==> src/rtl/rx_audio_drain.sv <==
// rx_audio_drain: drains one ready RX audio buffer (samples plus ticks trailer)
// through the single-word memory read port onto a valid/ready stream.
module rx_audio_drain #(
  parameter int unsigned NRX_SAMPS  = 672,
  parameter int unsigned TAIL_WORDS = 3
) (
  input  logic        cpu_clk,
  input  logic        rst,
  input  logic        rx_rd_C,
  input  logic [15:0] rx_dout_C,
  input  logic        abort,
  input  logic        out_ready,
  output logic        get_rx_srq_C,
  output logic        get_buf_ctr_C,
  output logic        get_rx_samp_C,
  output logic        reset_bufs_C,
  output logic [15:0] out_data,
  output logic        out_valid,
  output logic        out_last,
  output logic [15:0] buf_ctr,
  output logic        busy,
  output logic        done
);

  localparam logic [16:0] TOTAL = 17'(NRX_SAMPS + TAIL_WORDS);
  localparam logic [16:0] LAST  = TOTAL - 17'd1;

  typedef enum logic [2:0] {IDLE, SRQ, CTR, CTR_CAP, READ, DONE} state_t;

  state_t      state_q;
  logic        srq_q, ctr_q, samp_q, rb_q, done_q;
  logic        pend_q;
  logic [15:0] out_data_q, buf_ctr_q, skid_q;
  logic        out_valid_q, out_last_q, skid_v_q, skid_last_q;
  logic [16:0] word_cnt_q;

  logic        consume, issue, arr_last;
  logic [16:0] rcv_next;

  always_comb begin
    consume  = out_valid_q & out_ready;
    rcv_next = word_cnt_q + 17'(pend_q);
    arr_last = (word_cnt_q == LAST);
    issue    = (state_q == READ) & ~abort & ~samp_q & ~skid_v_q &
               (~out_valid_q | out_ready) & (rcv_next < TOTAL);
  end

  always_ff @(posedge cpu_clk or posedge rst) begin
    if (rst) begin
      state_q     <= IDLE;
      srq_q       <= 1'b0;
      ctr_q       <= 1'b0;
      samp_q      <= 1'b0;
      rb_q        <= 1'b0;
      done_q      <= 1'b0;
      pend_q      <= 1'b0;
      out_data_q  <= '0;
      out_valid_q <= 1'b0;
      out_last_q  <= 1'b0;
      skid_q      <= '0;
      skid_v_q    <= 1'b0;
      skid_last_q <= 1'b0;
      buf_ctr_q   <= '0;
      word_cnt_q  <= '0;
    end else begin
      srq_q  <= 1'b0;
      ctr_q  <= 1'b0;
      samp_q <= 1'b0;
      rb_q   <= 1'b0;
      done_q <= 1'b0;
      if (abort) begin
        rb_q        <= 1'b1;
        state_q     <= IDLE;
        pend_q      <= 1'b0;
        out_valid_q <= 1'b0;
        out_last_q  <= 1'b0;
        skid_v_q    <= 1'b0;
      end else begin
        case (state_q)
          IDLE: if (rx_rd_C) begin
            state_q <= SRQ;
            srq_q   <= 1'b1;
          end
          SRQ: begin
            state_q <= CTR;
            ctr_q   <= 1'b1;
          end
          CTR: state_q <= CTR_CAP;
          CTR_CAP: begin
            buf_ctr_q  <= rx_dout_C;
            word_cnt_q <= '0;
            state_q    <= READ;
          end
          READ: begin
            samp_q <= issue;
            pend_q <= samp_q;
            // The read issued on a load edge can land while the sink stalls;
            // the skid word keeps that case lossless at one word per 2 cycles.
            if (skid_v_q) begin
              if (consume) begin
                out_data_q <= skid_q;
                out_last_q <= skid_last_q;
                skid_v_q   <= 1'b0;
              end
            end else if (pend_q) begin
              word_cnt_q <= word_cnt_q + 17'd1;
              if (~out_valid_q | consume) begin
                out_data_q  <= rx_dout_C;
                out_last_q  <= arr_last;
                out_valid_q <= 1'b1;
              end else begin
                skid_q      <= rx_dout_C;
                skid_last_q <= arr_last;
                skid_v_q    <= 1'b1;
              end
            end else if (consume) begin
              out_valid_q <= 1'b0;
            end
            if (consume & out_last_q) begin
              state_q <= DONE;
              done_q  <= 1'b1;
            end
          end
          DONE:    state_q <= IDLE;
          default: state_q <= IDLE;
        endcase
      end
    end
  end

  assign get_rx_srq_C  = srq_q;
  assign get_buf_ctr_C = ctr_q;
  assign get_rx_samp_C = samp_q;
  assign reset_bufs_C  = rb_q;
  assign out_data      = out_data_q;
  assign out_valid     = out_valid_q;
  assign out_last      = out_last_q;
  assign buf_ctr       = buf_ctr_q;
  assign busy          = (state_q != IDLE);
  assign done          = done_q;

endmodule
==> config.mk <==
export PLATFORM = sky130hd
export DESIGN_NAME = rx_audio_drain
export DESIGN_NICKNAME = d
export VERILOG_FILES = /design/src/rtl/rx_audio_drain.sv
export SDC_FILE = /design/constraint.sdc
export NUM_CORES = 1
export LEC_CHECK = 0
export ABC_AREA = 1
export BUFFER_PORTS_ARGS = -buffer_cell sky130_fd_sc_hd__buf_2
export CAP_MARGIN = 0
export CORE_ASPECT_RATIO = 0.6
export CORE_MARGIN = 4
export CORE_UTILIZATION = 57
export CTS_CLUSTER_SIZE = 30
export DETAILED_ROUTE_END_ITERATION = 7
export GPL_ROUTABILITY_DRIVEN = 0
export PLACE_DENSITY_LB_ADDON = 0.2
export SETUP_SLACK_MARGIN = 0.3
export SLEW_MARGIN = 10
export SYNTH_ARGS = -nofsm -noshare
export SYNTH_HDL_FRONTEND = slang
export SYNTH_SLANG_ARGS = --single-unit
export TNS_END_PERCENT = 5
==> constraint.sdc <==
create_clock -name cpu_clk -period 2.95 [get_ports cpu_clk]
set_input_delay 0.295 -clock cpu_clk [delete_from_list [all_inputs] [get_ports cpu_clk]]
set_output_delay 0.295 -clock cpu_clk [all_outputs]
set_load 0.005 [all_outputs]
==> flow_metrics.env, run 1 <==
export IMPL_finalMaxSlewViolations=0
export IMPL_cts_tree="built"
export IMPL_synth_top_cells_by_count="nand2_1, dfrtp_1, o21ai_0, nor2_1, inv_1"
export IMPL_place_area_um2=4310
export IMPL_worstSetupEndpointType="flip-flop"
export IMPL_crit_type="flip-flop to flip-flop"
export IMPL_finClkSkew_ps=5.01
export IMPL_clk_root_buffer_cell="clkbuf_16"
export IMPL_ant_nets=0
export IMPL_slew_limit_headroom_pct=39.4
export IMPL_overflow=0
export IMPL_vias_per_cell=5.71
export IMPL_vias=3684
export IMPL_cts_buffers=9
export IMPL_nNetsFinal=578
export IMPL_power_density_nw_per_um2=623
export IMPL_clk_latency_ps=340
export IMPL_async_reset_ff_share_pct=100
export IMPL_syn_area_per_cell_um2=8.04
export IMPL_start_util_pct=59.3
export IMPL_min_period_ps=2020
export IMPL_grt_max_degree=38
export IMPL_synth_seq_cells=78
export IMPL_cp_required_ps=3180
export IMPL_clkTransAtPathRegs_ps=60
export IMPL_ys_types=36
export IMPL_hold_class="input pin to async pin"
export IMPL_ys_warn_count=0
export IMPL_num_fill_cells=585
export IMPL_ys_seq_area_share_pct=48.7
export IMPL_synth_area_um2=4010
export IMPL_io_buffers=60
export IMPL_status="finished clean"
export IMPL_critPathMaxFanout=18
export IMPL_core_area_um2=6760
export IMPL_p_leak_nw=2.31
export IMPL_ioPinCount=61
export IMPL_cts_setup_buffers=0
export IMPL_n_antenna_cell=0
export IMPL_ir_drop_mv=0.480
export IMPL_die_h_um=73.0
export IMPL_wl_per_cell_um=15.8
export IMPL_clock_fmax_ghz=0.494
export IMPL_synth_main_ff_cell="dfrtp_1"
export IMPL_arrival_ps=2250
export IMPL_rsz0062_at_grt="no"
export IMPL_die_x_um=116
export IMPL_grt_pass1_vias=3332
export IMPL_cts_resized=0
export IMPL_drive_gt1_share_pct=19.0
export IMPL_cap_violations=0
export IMPL_fin_cells=645
export IMPL_tns_ps=0
export IMPL_syn_nets=524
export IMPL_drt_pass1_iter_count=7
export IMPL_area_growth_pct=14.4
export IMPL_setup_violations_final=0
export IMPL_hpwl_um=7120
export IMPL_clock_path_buffers=2
export IMPL_grt_usage_pct=25.8
export IMPL_tightest_slew_ps=908
export IMPL_grt_pass1_wl_um=16500
export IMPL_start_kind="flip-flop"
export IMPL_synthTopCellsByArea="dfrtp_1, nand2_1, o21ai_0, nor2_1, inv_1"
export IMPL_synth_enable_flop_cells=0
export IMPL_multiInputGateArea_um2=1720
export IMPL_rows=23
export IMPL_antenna_found_initial=0
export IMPL_cts_hold_buf=0
export IMPL_drc=0
export IMPL_first_iter_violations=512
export IMPL_wl_um=10200
export IMPL_dp_cells=629
export IMPL_yosys_area_top_type_share_pct=48.7
export IMPL_clock_sinks=78
export IMPL_hold_viol=0
export IMPL_yosysTopAreaCell="dfrtp_1"
export IMPL_seq_area_um2=1950
export IMPL_htreeDepth=3
export IMPL_syn_inst=499
export IMPL_min_period_over_period_pct=68.6
export IMPL_synth_most_common_cell="nand2_1"
export IMPL_fin_area_um2=4590
export IMPL_dieArea_um2=8490
cells by family (layout without fill, tap and decap cells):
group,count (synthesis),after routing,share of synthesized area (%)
xor+xnor,11,11,2.40
buf+inv,74,133,8.45
compound gates,104,104,14.8
fa+ha+maj,4,4,1.25
simple gates,228,228,24.4
flops,78,78,48.7
worst max-delay path, cell delays in order (launching register included):
cell and delay (ps):
dfrtp_1 420, nor2_4 190, nand2_2 140, o22ai_1 210, nand2_2 280, inv_2 290
nand2_1 110, o21ai_0 270
where the power goes:
group          switching [W]  internal [W]  total (W)  leakage (nW)
Combinational       0.000280      0.000196   0.000476          1.12
Clock               0.000440      0.000587    0.00103         0.130
Sequential          0.000138       0.00122    0.00136          1.05
Total               0.000859       0.00200    0.00286          2.31
metrics by stage:
step | worst slack (ps) | util (%) | total power (W) | hold WS (ps)
floorplan | 660 | - | 0.00162 | 326
global placement | 1170 | 63.8 | 0.00181 | 389
detailed placement | 1050 | 63.8 | 0.00183 | 395
CTS | 979 | 67.8 | 0.00287 | 36.9
global route | 718 | 67.8 | 0.00302 | 69.1
finish | 927 | 67.8 | 0.00286 | 21.1
layer usage:
| layer | global-route usage (%) | routed length (um) | part of all wire, % | vias up |
|---|---|---|---|---|
| li1 | - | - | - | 1737 |
| met1 | 38.9 | 4690 | 46 | 1702 |
| met2 | 35.1 | 4150 | 41 | 220 |
| met3 | 8.62 | 1250 | 12 | 25 |
| met4 | 7.98 | 118 | 1.2 | 0 |
| met5 | 0 | 0 | 0 | - |
path summary, 6_finish.rpt:
path | depth (start not counted) | from | endpoint | slack (ps)
hold / removal | 2 | rst | word_cnt_q[7] | 20
setup reg to reg | 7 | state_q[0] | word_cnt_q[1] | 930
hold reg to reg | 2 | buf_ctr[7] | buf_ctr[7] | 480
max in group asynchronous | 3 | rst | skid_q[3] | 2200
min in group cpu_clk | 1 | abort | reset_bufs_C | 160
setup / recovery | 7 | state_q[0] | word_cnt_q[1] | 930
placed cells by master (no fill, tap or decap), drive strengths merged:
cell type / n
nor4: 4
a21oi: 23
a31oi: 1
a31o: 1
nor2: 57
xor2: 11
nand4: 13
nor3: 8
clkinvlp: 3
and2: 1
dfrtp: 78
ha: 4
and3: 1
a22oi: 1
nand3: 23
or2: 1
nand2: 120
clkinv: 4
buf: 64
inv: 52
o22ai: 4
o21ai: 69
clkbuf: 10
o31ai: 5
cell type report:
cell class	instances	share of cell area [%]
sequential	78	42.5
multi-input combinational	347	37.5
timing repair buffer	64	7.20
clock buffer	10	5.21
inverter	53	4.36
tap	87	2.37
clock inverter	6	0.818
registers in the layout, summed over array words and instances (netlist names), 3 cells and up:
signal,count
buf_ctr,16
out_data,16
skid_q,16
state_q,3
word_cnt_q,17
Note: power is estimated with default switching activity, not from simulation.
==> run 2, diff against run 1 <==
Clock period 2.95 ns to 1.9 ns, I/O delays scaled along.
==> run 2 against run 1 <==
First-iteration DRC count decreased by 9.4%. Hold slack improved by 35 ps. Critical path depth unchanged. Power increased by 63%. Die area unchanged. Non-clock buffer count increased by 19. Fmax increased by 22%. Sequential share of layout area decreased by 3.0 points. Core utilization increased by 5.6 points. Clock power increased by 65%. Critical path type unchanged. Critical endpoint is now out_data[6]. Largest cell class unchanged.
==> flow_metrics.env, run 2 (same netlist as run 1, synthesis figures left out) <==
export IMPL_ioPinCount=61
export IMPL_m1WireLength_um=4670
export IMPL_tightest_slew_ps=413
export IMPL_io_buffers=60
export IMPL_start_kind="flip-flop"
export IMPL_grt_pass1_wl_um=16900
export IMPL_min_period_over_period_pct=86.9
export IMPL_arrival_ps=1910
export IMPL_critPathMaxFanout=24
export IMPL_ir_drop_mv=0.729
export IMPL_htreeDepth=3
export IMPL_hold_viol=0
export IMPL_clk_latency_ps=340
export IMPL_clock_fmax_ghz=0.605
export IMPL_wl_per_cell_um=16.2
export IMPL_p_leak_nw=2.43
export IMPL_route_met2_wl_um=4500
export IMPL_setup_violations_final=0
export IMPL_cp_top_family="simple AND/OR/NAND/NOR gates"
export IMPL_finClkSkew_ps=5.41
export IMPL_hpwl_um=7110
export IMPL_die_h_um=73.0
export IMPL_setup_ws_ps=248
export IMPL_reg2reg_depth=7
export IMPL_finalMaxSlewViolations=0
export IMPL_final_cell_mix="nand2_1, dfrtp_1, buf_2"
export IMPL_cap_violations=0
export IMPL_min_period_ps=1650
export IMPL_holdCritStartpoint="abort"
export IMPL_dieArea_um2=8490
export IMPL_wl_um=10700
export IMPL_first_iter_violations=464
export IMPL_drive_gt1_share_pct=27.4
export IMPL_slowest_stage="dfrtp_1"
export IMPL_clock_path_buffers=2
export IMPL_min_path_cells=1
export IMPL_core_area_um2=6760
export IMPL_drc=0
export IMPL_area_growth_pct=23.9
export IMPL_worstSetupEndpointType="flip-flop"
export IMPL_cts_tree="built"
export IMPL_reg2reg_slack_ps=250
export IMPL_regMostFlops="word_cnt_q"
export IMPL_grt_pass1_vias=3501
export IMPL_overflow=0
export IMPL_top_layer_used="met4"
export IMPL_r2r_end="out_data[6]"
export IMPL_largest_register_ffs=17
export IMPL_regToRegStartpoint="out_valid"
export IMPL_start_util_pct=59.3
export IMPL_cp_endpoint="out_data[6]"
export IMPL_rows=23
export IMPL_tns_ps=0
export IMPL_wl_met3_um=1330
export IMPL_n_antenna_cell=0
export IMPL_worst_path_buf_inv=1
export IMPL_vias=3792
export IMPL_path_cells="nand2_1, o21ai_1, and3_1, and2_4, buf_12, nor2_1, a21oi_2"
export IMPL_hold_class="input pin to flip-flop"
export IMPL_status="finished clean"
export IMPL_cp_required_ps=2160
export IMPL_clkTransAtPathRegs_ps=60
export IMPL_die_x_um=116
export IMPL_cp_depth=7
export IMPL_setup_worst_path_start="out_valid"
export IMPL_rsz0062_at_grt="yes"
export IMPL_nNetsFinal=598
export IMPL_slew_limit_headroom_pct=72.5
export IMPL_ant_nets=0
export IMPL_max_stage_delay_ps=430
export IMPL_crit_type="flip-flop to flip-flop"
export IMPL_antenna_found_initial=0
export IMPL_grt_max_degree=79
export IMPL_vias_per_cell=5.71
export IMPL_final_common_cell="nand2_1"
export IMPL_drt_pass1_iter_count=5
export IMPL_clk_root_buffer_cell="clkbuf_16"
export IMPL_clock_sinks=78
export IMPL_power_density_nw_per_um2=937
export IMPL_cts_buffers=9
export IMPL_grt_usage_pct=25.9
export IMPL_pre_cts_ws_ps=77.7
-- run 2: cell types whose count changed in the layout (fill, tap and decap cells not counted), sizes merged --
cell / before / now
bufinv: 0 / 1
clkbuf: 10 / 11
dlygate4sd3: 0 / 1
clkinvlp: 3 / 4
clkinv: 4 / 2
buf: 64 / 82
inv: 52 / 51
-- run 2: layout make-up --
type,count,area [um^2]
clock buffer,11,243
timing repair inverter,1,7.51
timing repair buffer,83,517
multi-input combinational,347,1870
sequential,78,1960
tap,87,109
fill,488,1790
clock inverter,4,47.5
inverter,53,209
-- run 2: layer usage --
layer / global-route usage, % / up-vias
li1: - / 1781
met1: 37.5 / 1762
met2: 36.4 / 220
met3: 9.03 / 29
met4: 8.37 / 0
met5: 0 / -
-- run 2: worst register-to-register path, stage by stage, from the launching register on --
cell and delay [ps]:
dfrtp_1 430, nand2_1 140, o21ai_1 150, and3_1 230
and2_4 220, buf_12 190, nor2_1 90, a21oi_2 120
-- run 2: how the worst min path moves through the flow --
stage	end	slack (ps)
detailed placement	reset_bufs_C	340
finish	reset_bufs_C	60
global placement	reset_bufs_C	330
floorplan	reset_bufs_C	220
global route	reset_bufs_C	40
CTS	reset_bufs_C	40
-- run 2: power by group --
| group | switching (W) | leakage [nW] | total, W | internal [W] |
|---|---|---|---|---|
| Clock | 0.000664 | 0.141 | 0.00170 | 0.00104 |
| Sequential | 0.000226 | 1.04 | 0.00212 | 0.00190 |
| Combinational | 0.000476 | 1.25 | 0.000827 | 0.000351 |
| Total | 0.00137 | 2.43 | 0.00465 | 0.00329 |
-- run 2: what timing repair did --
item,4_1_cts,5_1_grt
hold buffers,1,0
setup buffers,1,9
endpoints found under the setup margin,31,48
gates cloned,0,1
resized for setup,13,43
hold endpoints to repair,78,0
pin swaps,1,5
-- run 2: through the flow --
stage	util [%]	cells	total power, W	hold WS [ps]	area, um^2
after global routing	73.5	664	0.00490	39.7	4970
after CTS	70.4	654	0.00460	40.3	4760
after global placement	65.2	637	0.00284	334	4410
final	73.5	664	0.00465	55.9	4970
after floorplan	-	499	0.00251	221	4020
after detailed placement	65.2	637	0.00287	337	4410
==> run 3, diff against run 2 <==
Clock period 1.9 ns to 1.6 ns, I/O delays scaled along.
==> run 3 against run 2 <==
The flow now finishes with violations (design-rule violations, negative setup slack). Hold slack worse by 6.4 ps. Non-clock buffer count up 28. Core utilization up 10 points. Register-to-register slack worse by 390 ps. Combinational power up 50%. Critical endpoint is now word_cnt_q[16]. Critical path depth unchanged. Largest cell class is now multi-input gates. Largest power group unchanged. Die area unchanged. Wire length up 28%. Sequential power up 20%. Critical path type unchanged.
==> flow_metrics.env, run 3 (same netlist as run 1, synthesis figures left out) <==
export IMPL_tightest_slew_ps=478
export IMPL_hold_viol=0
export IMPL_drc=36
export IMPL_wl_um=13700
export IMPL_n_antenna_cell=0
export IMPL_rows=23
export IMPL_ioPinCount=61
export IMPL_slew_limit_headroom_pct=68.0
export IMPL_cts_buffers=9
export IMPL_wl_per_cell_um=19.8
export IMPL_cts_tree="built"
export IMPL_largest_register_ffs=17
export IMPL_ant_nets=0
export IMPL_grt_most_used_layer="met2"
export IMPL_start_kind="flip-flop"
export IMPL_holdCritStartpoint="abort"
export IMPL_vias=4307
export IMPL_finClkSkew_ps=6.92
export IMPL_power_frac_comb_pct=21.8
export IMPL_rsz0062_at_grt="yes"
export IMPL_worstSetupEndpointType="flip-flop"
export IMPL_dieArea_um2=8490
export IMPL_final_common_cell="nand2_1"
export IMPL_clock_path_buffers=2
export IMPL_holdPathEnd="reset_bufs_C"
export IMPL_grt_max_degree=39
export IMPL_power_density_nw_per_um2=1000
export IMPL_violations="design-rule violations, negative setup slack"
export IMPL_regToRegStartpoint="word_cnt_q[10]"
export IMPL_use_met2_pct=44.7
export IMPL_vias_per_cell=6.23
export IMPL_p_int_w=0.00386
export IMPL_core_area_um2=6760
export IMPL_crit_type="flip-flop to flip-flop"
export IMPL_power_net_switching_w=0.00181
export IMPL_hpwl_um=7940
export IMPL_num_fill_cells=353
export IMPL_reg2reg_depth=7
export IMPL_htreeDepth=3
export IMPL_regMostFlops="word_cnt_q"
export IMPL_hold_class="input pin to flip-flop"
export IMPL_r2r_end="word_cnt_q[16]"
export IMPL_dp_cells=665
export IMPL_gr_usage_met3_pct=11.9
export IMPL_switching_share_pct=32.0
export IMPL_post_route_util_pct=83.8
export IMPL_clk_latency_ps=350
export IMPL_clock_sinks=78
export IMPL_first_iter_violations=695
export IMPL_final_cell_mix="nand2_1, dfrtp_1, buf_2"
export IMPL_cap_violations=0
export IMPL_cp_required_ps=1860
export IMPL_setup_ws_ps=-143
export IMPL_p_seq_share_pct=44.9
export IMPL_min_period_over_period_pct=109
export IMPL_pwr_share_clk_pct=33.3
export IMPL_drt_pass1_iter_count=8
export IMPL_grt_usage_pct=30.4
export IMPL_clk_root_buffer_cell="clkbuf_16"
export IMPL_power_w=0.00567
export IMPL_nNetsFinal=625
export IMPL_reg2reg_slack_ps=-140
export IMPL_status="finished with violations"
export IMPL_io_buffers=60
export IMPL_grt_pass1_wl_um=19500
export IMPL_clock_fmax_ghz=0.574
export IMPL_drive_gt1_share_pct=42.7
export IMPL_fin_cells=691
export IMPL_die_h_um=73.0
export IMPL_overflow=0
export IMPL_min_period_ps=1740
export IMPL_arrival_ps=2010
export IMPL_grt_pass1_vias=3986
export IMPL_setup_violations_final=9
export IMPL_die_x_um=116
export IMPL_p_leak_nw=2.71
export IMPL_finalMaxSlewViolations=0
export IMPL_antenna_found_initial=0
export IMPL_ir_drop_mv=0.927
export IMPL_start_util_pct=59.3
export IMPL_hold_slack_ps=49.5
export IMPL_critPathMaxFanout=6
export IMPL_area_growth_pct=41.3
export IMPL_min_path_cells=1
export IMPL_gr_usage_met1_pct=41.0
export IMPL_tns_ps=-500
export IMPL_setup_worst_path_start="word_cnt_q[10]"
export IMPL_clkTransAtPathRegs_ps=60
==> run 3: cell types whose count changed in the layout (fill, tap and decap cells not counted), moves of 6 or more <==
| cell | before | now |
|---|---|---|
| o21ai_0 | 59 | 36 |
| o21ai_2 | 2 | 11 |
| buf_6 | 1 | 11 |
| nand2_1 | 114 | 88 |
| o21ai_1 | 8 | 22 |
| nand2_4 | 2 | 13 |
| nand3_1 | 22 | 16 |
| buf_4 | 18 | 31 |
| nand2_2 | 4 | 18 |
| nor2_4 | 8 | 23 |
| nor2_1 | 44 | 28 |
==> run 3: worst max-delay path, cell delays in order, from the launching register on <==
cell	delay, ps
dfrtp_1	530
nand2_1	130
nor2_2	180
nand2_1	200
nor3_4	250
xor2_1	160
nand3_1	100
o21ai_1	110
==> run 3: per-stage QoR <==
step	instance area [um^2]	setup WS (ps)
after floorplan	4020	-48.9
after global placement	4630	-38.3
after detailed placement	4630	-73.1
after CTS	5380	-10.5
after global routing	5670	-146
final	5670	-143
==> run 3: layer usage <==
layer	routed length, um	part of all wire, %	up-vias
met4	733	5.3	0
met5	0	0	-
met2	5920	43	348
li1	-	-	1841
met1	5390	39	2016
met3	1660	12	102
==> run 3: how the worst max path moves through the flow <==
stage / slack (ps) / end
3_5_place_dp: -70 / get_rx_samp_C
4_1_cts: -10 / get_rx_samp_C
2_1_floorplan: -50 / get_rx_samp_C
3_3_place_gp: -40 / get_rx_samp_C
5_1_grt: -150 / get_rx_samp_C
6_report: -140 / word_cnt_q[16]
==> run 3: power by group through the flow <==
stage          sequential, W  combinational (W)  clock (W)
6_report             0.00254            0.00124    0.00189
5_1_grt              0.00256            0.00136    0.00199
4_1_cts              0.00249            0.00107    0.00188
3_5_place_dp         0.00251           0.000940          0
3_3_place_gp         0.00250           0.000911          0
2_1_floorplan        0.00249           0.000492          0
==> run 3: area by class of cell <==
cell class	count	area, um^2	area share [%]
multi-input combinational	347	2300	40.5
sequential	78	1960	34.6
tap	87	109	1.92
inverter	53	218	3.84
clock buffer	11	243	4.28
timing repair buffer	111	817	14.4
clock inverter	4	23.8	0.419
==> run 3: what timing repair did <==
action	4_1_cts	5_1_grt
gates cloned	0	0
hold endpoints to repair	24	0
gates resized for setup	146	63
endpoints found under the setup margin	72	74
pin swaps	53	42
buffers inserted	8	2
hold buffers	1	0
